===== src/rtl/binary_to_gray_if.sv =====
// Bundles the combinational gray port and the registered converter handshake.
// master drives the inputs, slave is the converter side.
interface binary_to_gray_if #(
    parameter int WIDTH = 4
);
    logic [WIDTH-1:0] b;
    logic [WIDTH-1:0] g;
    logic             in_valid;
    logic             mode;
    logic [WIDTH-1:0] din;
    logic [WIDTH-1:0] dout;
    logic             dout_valid;

    modport master (
        output b,
        output in_valid,
        output mode,
        output din,
        input  g,
        input  dout,
        input  dout_valid
    );

    modport slave (
        input  b,
        input  in_valid,
        input  mode,
        input  din,
        output g,
        output dout,
        output dout_valid
    );
endinterface


===== src/rtl/binary_to_gray.sv =====
// Binary->Gray on b/g, plus a registered Binary<->Gray converter selected by mode.
// Latency: g combinational; dout/dout_valid one cycle after an accepted in_valid.
// Backpressure: none; one input accepted every clk.
module binary_to_gray #(
    parameter int               WIDTH   = 4,
    parameter logic [WIDTH-1:0] RST_VAL = '0
) (
    input  logic             clk,
    input  logic             rst,
    binary_to_gray_if.slave  bus
);

    logic [WIDTH-1:0] res;

    function automatic logic [WIDTH-1:0] bin_to_gray(input logic [WIDTH-1:0] bv);
        return bv ^ (bv >> 1);
    endfunction

    // Prefix XOR from the MSB down undoes the adjacent-bit XOR of Gray coding.
    function automatic logic [WIDTH-1:0] gray_to_bin(input logic [WIDTH-1:0] gv);
        logic [WIDTH-1:0] r;
        r = '0;
        r[WIDTH-1] = gv[WIDTH-1];
        for (int i = WIDTH - 2; i >= 0; i--) begin
            r[i] = r[i+1] ^ gv[i];
        end
        return r;
    endfunction

    assign bus.g = bin_to_gray(bus.b);

    always_comb begin
        res = bus.mode ? gray_to_bin(bus.din) : bin_to_gray(bus.din);
    end

    always_ff @(posedge clk or posedge rst) begin
        if (rst) begin
            bus.dout       <= RST_VAL;
            bus.dout_valid <= 1'b0;
        end else begin
            bus.dout_valid <= bus.in_valid;
            if (bus.in_valid) begin
                bus.dout <= res;
            end
        end
    end

endmodule


===== src/flat_wrapper.sv =====
// flat-port wrapper written by rule: the top's interface ports become plain ports
module binary_to_gray_flat 
#(
    parameter int               WIDTH   = 4,
    parameter logic [WIDTH-1:0] RST_VAL = '0
)
  (clk, rst, bus_b, bus_in_valid, bus_mode, bus_din, bus_g, bus_dout, bus_dout_valid);
  binary_to_gray_if #(.WIDTH(WIDTH)) bus_i ();
  input  logic clk;
  input  logic rst;
  input wire logic [$bits(bus_i.b)-1:0] bus_b;
  input wire logic [$bits(bus_i.in_valid)-1:0] bus_in_valid;
  input wire logic [$bits(bus_i.mode)-1:0] bus_mode;
  input wire logic [$bits(bus_i.din)-1:0] bus_din;
  output wire logic [$bits(bus_i.g)-1:0] bus_g;
  output wire logic [$bits(bus_i.dout)-1:0] bus_dout;
  output wire logic [$bits(bus_i.dout_valid)-1:0] bus_dout_valid;
  assign bus_i.b = bus_b;
  assign bus_i.in_valid = bus_in_valid;
  assign bus_i.mode = bus_mode;
  assign bus_i.din = bus_din;
  assign bus_g = bus_i.g;
  assign bus_dout = bus_i.dout;
  assign bus_dout_valid = bus_i.dout_valid;
  binary_to_gray #(.WIDTH(WIDTH), .RST_VAL(RST_VAL)) u_core (.clk(clk), .rst(rst), .bus(bus_i));
endmodule

===== config.mk =====
export PLATFORM = sky130hd
export DESIGN_NAME = binary_to_gray_flat
export DESIGN_NICKNAME = d
export VERILOG_FILES = /design/src/rtl/binary_to_gray_if.sv /design/src/rtl/binary_to_gray.sv /design/src/flat_wrapper.sv
export SDC_FILE = /design/constraint.sdc
export NUM_CORES = 1
export LEC_CHECK = 0
export CAP_MARGIN = 15
export CORE_AREA = 2 2 39 41
export CTS_CLUSTER_SIZE = 25
export DETAILED_ROUTE_END_ITERATION = 7
export DIE_AREA = 0 0 41 43
export GPL_TIMING_DRIVEN = 0
export HOLD_SLACK_MARGIN = 0.15
export PLACE_DENSITY = 0.56
export SKIP_LAST_GASP = 1
export SYNTH_ARGS = -nofsm -noshare
export SYNTH_HDL_FRONTEND = slang
export SYNTH_SLANG_ARGS = --single-unit

===== constraint.sdc =====
create_clock -name clk -period 1.4 [get_ports clk]
set_clock_uncertainty 0.15 [all_clocks]
set_input_delay 0.28 -clock clk [delete_from_list [all_inputs] [get_ports clk]]
set_output_delay 0.28 -clock clk [all_outputs]
set_load 0.02 [all_outputs]

; ---- Yosys cells after proc, flatten, opt, wreduce, memory -nomap -nowiden
; Index checks and enable logic that the tools add are counted.
[word_totals]
regBits = 5
inputBits = 12
out_inout_bits = 9
[classes]
n_mux = 1
n_bitwise = 5
[op_table]
columns = operator, count
row1 = $xor 4x3->4, 2
row2 = $mux 4, 1
row3 = $xor 1x1->1, 3

; ---- Depth between registers and ports, before layout
; Gate-level depths: netlist (run 1).
[logic_depth]
depth_word = 4
depth_mapped = 3
mapped_depth_nobuf = 3

; ---- Worst setup path before layout (run 1)
; OpenSTA, ideal clock, no wires.
[synth_timing]
kind = in2reg
startpoint = input bus_din[1]
endpoint = register u_core.bus.dout[0]
arrival_ns = 0.813
t_required_ns = 1.146
slack_ns = 0.333
cell_stages = 3
cell_sequence = xor2_1 > or2_0 > o311ai_1
[synth_via]
elab_chain_cells = 3
[synth_rtl]
columns = item, line
row1 = "start, declared", flat_wrapper.sv:14  ; input wire logic [$bits(bus_i.din)-1:0] bus_din;
row2 = $xor 1x1->1 (2 in a row), binary_to_gray.sv:25  ; r[i] = r[i+1] ^ gv[i];
row3 = $mux 4 (*), binary_to_gray.sv:33  ; res = bus.mode ? gray_to_bin(bus.din) : bin_to_gray(bus.din);
row4 = "end signal, assigned", binary_to_gray.sv:43  ; bus.dout <= res;
row5 = "end, declared", binary_to_gray_if.sv:30  ; output dout,
; Every way passes the cells marked *; elsewhere a longest branch is shown, timed or not.
; A chain may end at the register's enable or synchronous reset.

; ---- Worst setup path in the final report (run 1)
[layout_timing]
startpoint = register u_core.bus.dout[0]
endpoint = output bus_dout[0]
[layout_lines]
columns = item, line
row1 = "end, declared", flat_wrapper.sv:16  ; output wire logic [$bits(bus_i.dout)-1:0] bus_dout;
; No word-level cell between the ends.

==> results.tsv, run 1 <==
metric	value	unit
final_nets	63	
hold_violations	0	
slew_violations	0	
cp-start-kind	flip-flop	
yosysTopAreaCellShare	46.9	%
hold_depth	1	
cp.arrival	930	ps
dr.pass1.iters	2	
r2r_slack	510	ps
timing.rr.start	u_core.bus.dout[1]	
cts.clk_slew.worst_paths	40	ps
power_density	967	mW/mm^2
worstSetupPathType	reg2out	
post-place-cells	61	
setup_viol	0	
rows	14	
die_area	0.00176	sq mm
max_stage_delay	360	ps
vias_per_cell	3.88	
path_delay_family	flip-flops	
post_cts_buffers	0	
cts-buffers-inserted	3	
synth_area_leaders	dfrtp_1 47%, xor2_1 16%, mux2_2 8.5%	
worst_hold_slack	276	ps
status	finished, final reports clean	
synth_top_area_cell	dfrtp_1	
p_comb_share	31.5	%
fp.coreArea	0.00138	sq mm
clockBufferDepth	2	
io_buffer_count	20	
maxCapViolations	0	
grt_usage	7.89	%
power.internal	0.348	mW
cts_tree	built	
antenna_found_initial	0	
areaGrowthSynthToFinish	91.1	%
yosysSeqAreaShare	46.9	%
slew_headroom	82.1	%
syn_avg_cell_area	10.7	sq um
worst_pin_slew	266	ps
ios	21	
overflow	0	
fmax	736	MHz
synthesis.nets	37	
synth.distinct_cells	12	
wirelength	589	um
period_minus_slack	1360	ps
drt-wirelength-per-cell	8.92	um
hold_path_class	in2reg	
grt_pass1_vias	252	
htreeDepth	1	
reg2reg_to	u_core.bus.dout[1]	
reg2reg_depth	1	
place_ws	-590	ps
synthCells	25	
antenna_left	0	
cp_max_fo	2	
antenna_cells	0	
required	970	ps
hold_start	bus_in_valid	
layout-drive-gt1-share	18.0	%
fp.dieH	43	um
p_sw	0.145	mW
final_common_cell	dlygate4sd2_1	
period_share	97.0	%
ys_warn_count	0	
gp_congestion	0.643	
syn-cell-area	267	sq um
ys_seq_elements	5	
final_cell_mix	9 x dlygate4sd2_1, 5 x xor2_1, 5 x dfrtp_1	
drc	0	
worst-path-buf-inv	1	
irDropWorstVdd	0.546	mV
grt_pass1_wl	917	um
power.leakage	0.265	nW
holdPathEnd	u_core.bus.dout_valid	
cts_sinks	5	
start_util	19.3	%
switching_share	29.4	%
fin_cells	66	
clock_latency	240	ps
finalWorstSetupSlack	41.4	ps
grt_max_degree	8	
cp_slowest_cell	dfrtp_1	
dieWidth	41	um
route.vias.total	256	
setup_tns	0	ps
end_kind	output port	
path_cells	dlygate4sd2_1	
power_frac_seq	34.7	%
cts_root_buffer	clkbuf_4	
drtIter0Drc	5	
rsz0062_at_grt	false	
hpwl	473	um
power.share.clock	33.8	%
[worst max-delay path by stage]
stage,start,end,slack [ps],depth (start not counted)
after detailed placement,bus_b[1],bus_g[1],-590,3
after global routing,u_core.bus.dout[1],bus_dout[1],6,1
after global placement,bus_b[1],bus_g[1],-590,3
final,u_core.bus.dout[0],bus_dout[0],40,1
after CTS,bus_b[3],bus_g[3],10,3
after floorplan,bus_din[1],u_core.bus.dout[0],330,3
[registers in the layout, indices dropped and copies added, names as in the netlist]
name	count
u_core.bus.dout_valid	1
u_core.bus.dout	4
[per-layer routing]
metal | track usage, % | vias to the layer above | part of all wire, %
met5 | 0 | - | 0
met4 | 2.00 | 0 | 0
met3 | 7.33 | 0 | 21
met2 | 13.1 | 17 | 46
met1 | 6.27 | 111 | 33
li1 | - | 128 | -
[cell type report]
| type | instances | area, sq um |
|---|---|---|
| clock buffer | 4 | 26.3 |
| fill | 162 | 875 |
| tap | 16 | 20.0 |
| multi-input combinational | 16 | 123 |
| buffer | 1 | 7.51 |
| timing repair buffer | 21 | 196 |
| sequential | 5 | 125 |
| inverter | 3 | 11.3 |
[power groups by stage]
stage / combinational, mW / clock (mW) / sequential, mW
after floorplan: 0.0554 / 0 / 0.197
after global placement: 0.179 / 0 / 0.174
after detailed placement: 0.179 / 0 / 0.174
after CTS: 0.158 / 0.175 / 0.171
after global routing: 0.166 / 0.181 / 0.174
final: 0.155 / 0.167 / 0.171
[stage by stage]
step	power, mW	util (%)	cell area (sq um)
after global routing	0.521	36.8	509
final	0.492	36.8	509
after CTS	0.504	36.1	499
after detailed placement	0.354	35.2	487
after global placement	0.353	35.2	487
after floorplan	0.252	-	267
[logic make-up after synthesis]
| family | share of synthesized area [%] |
|---|---|
| XOR/XNOR | 23.0 |
| flip-flops | 46.9 |
| AND/OR/NAND/NOR | 6.57 |
| buffers and inverters | 7.04 |
| AO/OA/AOI/OAI | 7.98 |
| multiplexers | 8.45 |
[synthesized netlist by cell type]
cell and number:
mux2_2 2, a21oi_1 1, xnor2_1 2, nand2_1 2, o211ai_1 1, xor2_1 5, nor2_1 1, or2_0 1
buf_4 1, dfrtp_1 5, o311ai_1 1, inv_1 3
[timing repair]
item,CTS,global route
resized for setup,25,5
pin swaps,0,3
setup endpoints to repair,10,4
hold buffers,1,0
hold endpoints to repair,5,0
(Power assumes the default switching activity.)
==> run 2, diff against run 1 <==
--- a/config.mk
+++ b/config.mk
@@ -6,5 +6,5 @@
 export NUM_CORES = 1
 export LEC_CHECK = 0
-export CAP_MARGIN = 15
+export CAP_MARGIN = 30
 export CORE_AREA = 2 2 39 41
 export CTS_CLUSTER_SIZE = 25
@@ -13,5 +13,5 @@
 export GPL_TIMING_DRIVEN = 0
 export HOLD_SLACK_MARGIN = 0.15
-export PLACE_DENSITY = 0.56
+export PLACE_DENSITY_LB_ADDON = 0.08
 export SKIP_LAST_GASP = 1
 export SYNTH_ARGS = -nofsm -noshare
==> constraint.sdc (replaced) <==
create_clock -name clk -period 1.4 [get_ports clk]
set_clock_uncertainty 0.15 [all_clocks]
set_input_delay 0.21 -clock clk [delete_from_list [all_inputs] [get_ports clk]]
set_output_delay 0.21 -clock clk [all_outputs]
set_load 0.02 [all_outputs]
==> run 2 against run 1 <==
Die area unchanged. Flip-flop and latch count did not move. Non-clock buffer count increased by 1. Critical path depth rose by 2. Maximum frequency shrank 1.6%. Final cell count is 1.5% higher. First-iteration DRC count is 40% lower. Critical path type is now in2out. Critical endpoint is now bus_g[0].
==> results.tsv, run 2 (same netlist as run 1, synthesis figures left out) <==
metric	value	unit	change
fin_area	518	sq um	+1.7%
overflow	0		unchanged
slew_violations	0		unchanged
route.vias.total	266		+3.9%
final_common_cell	clkdlybuf4s50_1		
fp.dieH	43	um	unchanged
cts_sinks	5		unchanged
dieWidth	41	um	unchanged
largest_register_ffs	4		unchanged
rsz0062_at_grt	false		
power_density	953	mW/mm^2	-1.5%
required	1040	ps	+70 ps
rows	14		unchanged
timing.rr.start	u_core.bus.dout[3]		
grt_usage	10.5	%	+2.6 points
setup_viol	0		unchanged
grt_max_degree	8		unchanged
setup_tns	0	ps	unchanged
cts-buffers-inserted	3		unchanged
fp.coreArea	0.00138	sq mm	unchanged
start_util	19.3	%	unchanged
gp_congestion	0.683		+6.2%
reg_top3	u_core.bus.dout: 4 flops, u_core.bus.dout_valid: 1 flops		
areaGrowthSynthToFinish	94.4	%	
layout-drive-gt1-share	19.6	%	+1.6 points
grt_pass1_vias	288		+14%
ios	21		unchanged
cp-start-kind	primary input		
drtIter0Drc	3		-2
hpwl	544	um	+15%
r2r_slack	510	ps	about the same
slew_headroom	81.7	%	-0.46 points
holdPathEnd	u_core.bus.dout[2]		
cp.arrival	1020	ps	+90 ps
io_buffer_count	20		unchanged
post_cts_buffers	0		unchanged
period_share	98.6	%	+1.5 points
irDropWorstVdd	0.509	mV	-6.7%
post-place-cells	61		unchanged
reg2reg_depth	1		unchanged
antenna_found_initial	0		unchanged
final_nets	64		+1.6%
power.leakage	0.263	nW	-0.66%
fmax	725	MHz	-1.6%
antenna_cells	0		unchanged
cp_max_fo	1		-1
worst_pin_slew	275	ps	+8.38 ps
vias_per_cell	3.97		+2.4%
top_register	u_core.bus.dout		
clock_latency	240	ps	about the same
hold_depth	2		+1
hold_path_class	in2reg		
cts_root_buffer	clkbuf_4		
htreeDepth	1		unchanged
period_minus_slack	1380	ps	+21.7 ps
status	finished, final reports clean		
cts.clk_slew.worst_paths	40	ps	about the same
wirelength	662	um	+12%
die_area	0.00176	sq mm	unchanged
end_kind	output port		
hold_violations	0		unchanged
cts_tree	built		
drc	0		unchanged
placed_cell_area	487	sq um	unchanged
fillers	148		-8.6%
worstSetupPathType	in2out		
clockBufferDepth	2		unchanged
final_cell_mix	7 x clkdlybuf4s50_1, 6 x dlygate4sd2_1, 5 x xor2_1, 5 x dfrtp_1		
hold_start	bus_in_valid		
dr.pass1.iters	2		unchanged
reg2reg_to	u_core.bus.dout[3]		
grt_pass1_wl	1190	um	+30%
antenna_left	0		unchanged
drt-wirelength-per-cell	9.88	um	+11%
final_util	37.4	%	+0.63 points
maxCapViolations	0		unchanged
fin_cells	67		+1.5%
-- run 2: cell types whose count changed in the layout (fill, tap and decap cells not counted), sizes merged --
| cell | delta |
|---|---|
| buf | +1 |
| clkdlybuf4s50 | +4 |
| dlygate4sd2 | -3 |
| dlygate4sd3 | +1 |
| clkdlybuf4s15 | -2 |
-- run 2: metrics by stage --
stage | power (mW) | setup WS (ps) | hold WS (ps)
finish | 0.494 | 19.8 | 202
global route | 0.534 | 1.41 | 232
CTS | 0.509 | -102 | 335
detailed placement | 0.354 | -479 | 273
global placement | 0.352 | -433 | 278
floorplan | 0.252 | 403 | -161
-- run 2: cell type report --
type                       instances  area (sq um)  share of cell area, %
tap                               16          20.0                   3.86
clock buffer                       4          26.3                   5.07
inverter                           3          11.3                   2.17
buffer                             1          7.51                   1.45
multi-input combinational         16           123                   23.7
sequential                         5           125                   24.2
timing repair buffer              22           205                   39.6
-- run 2: per-layer routing --
metal / share of wire (%) / up-vias / GRT usage [%]
met3: 5.1 / 0 / 6.28
met2: 57 / 7 / 16.9
met1: 38 / 126 / 9.48
met5: 0 / - / 0
met4: 0 / 0 / 6.00
li1: - / 133 / -
-- run 2: where the power goes --
group,internal [mW],total (mW),switching [mW]
sequential,0.163,0.171,0.00768
combinational,0.0813,0.161,0.0795
clock,0.107,0.162,0.0544
-- run 2: timing repair --
| item | in CTS | in global routing |
|---|---|---|
| hold endpoints to repair | 5 | 1 |
| pin swaps | 0 | 1 |
| hold buffers | 1 | 1 |
| endpoints found under the setup margin | 9 | 4 |
| resized for setup | 23 | 4 |
-- run 2: critical path, cell delays in order --
cell             delay, ps
clkdlybuf4s50_1        480
xor2_1                 150
buf_2                  180
-- run 2: worst max path at each step --
stage / slack, ps / from / cells after the start / endpoint
floorplan: 400 / bus_din[1] / 3 / u_core.bus.dout[0]
global placement: -430 / bus_b[1] / 3 / bus_g[1]
detailed placement: -480 / bus_b[1] / 3 / bus_g[0]
CTS: -100 / bus_b[0] / 3 / bus_g[0]
global route: 1 / bus_b[0] / 3 / bus_g[0]
finish: 20 / bus_b[0] / 3 / bus_g[0]
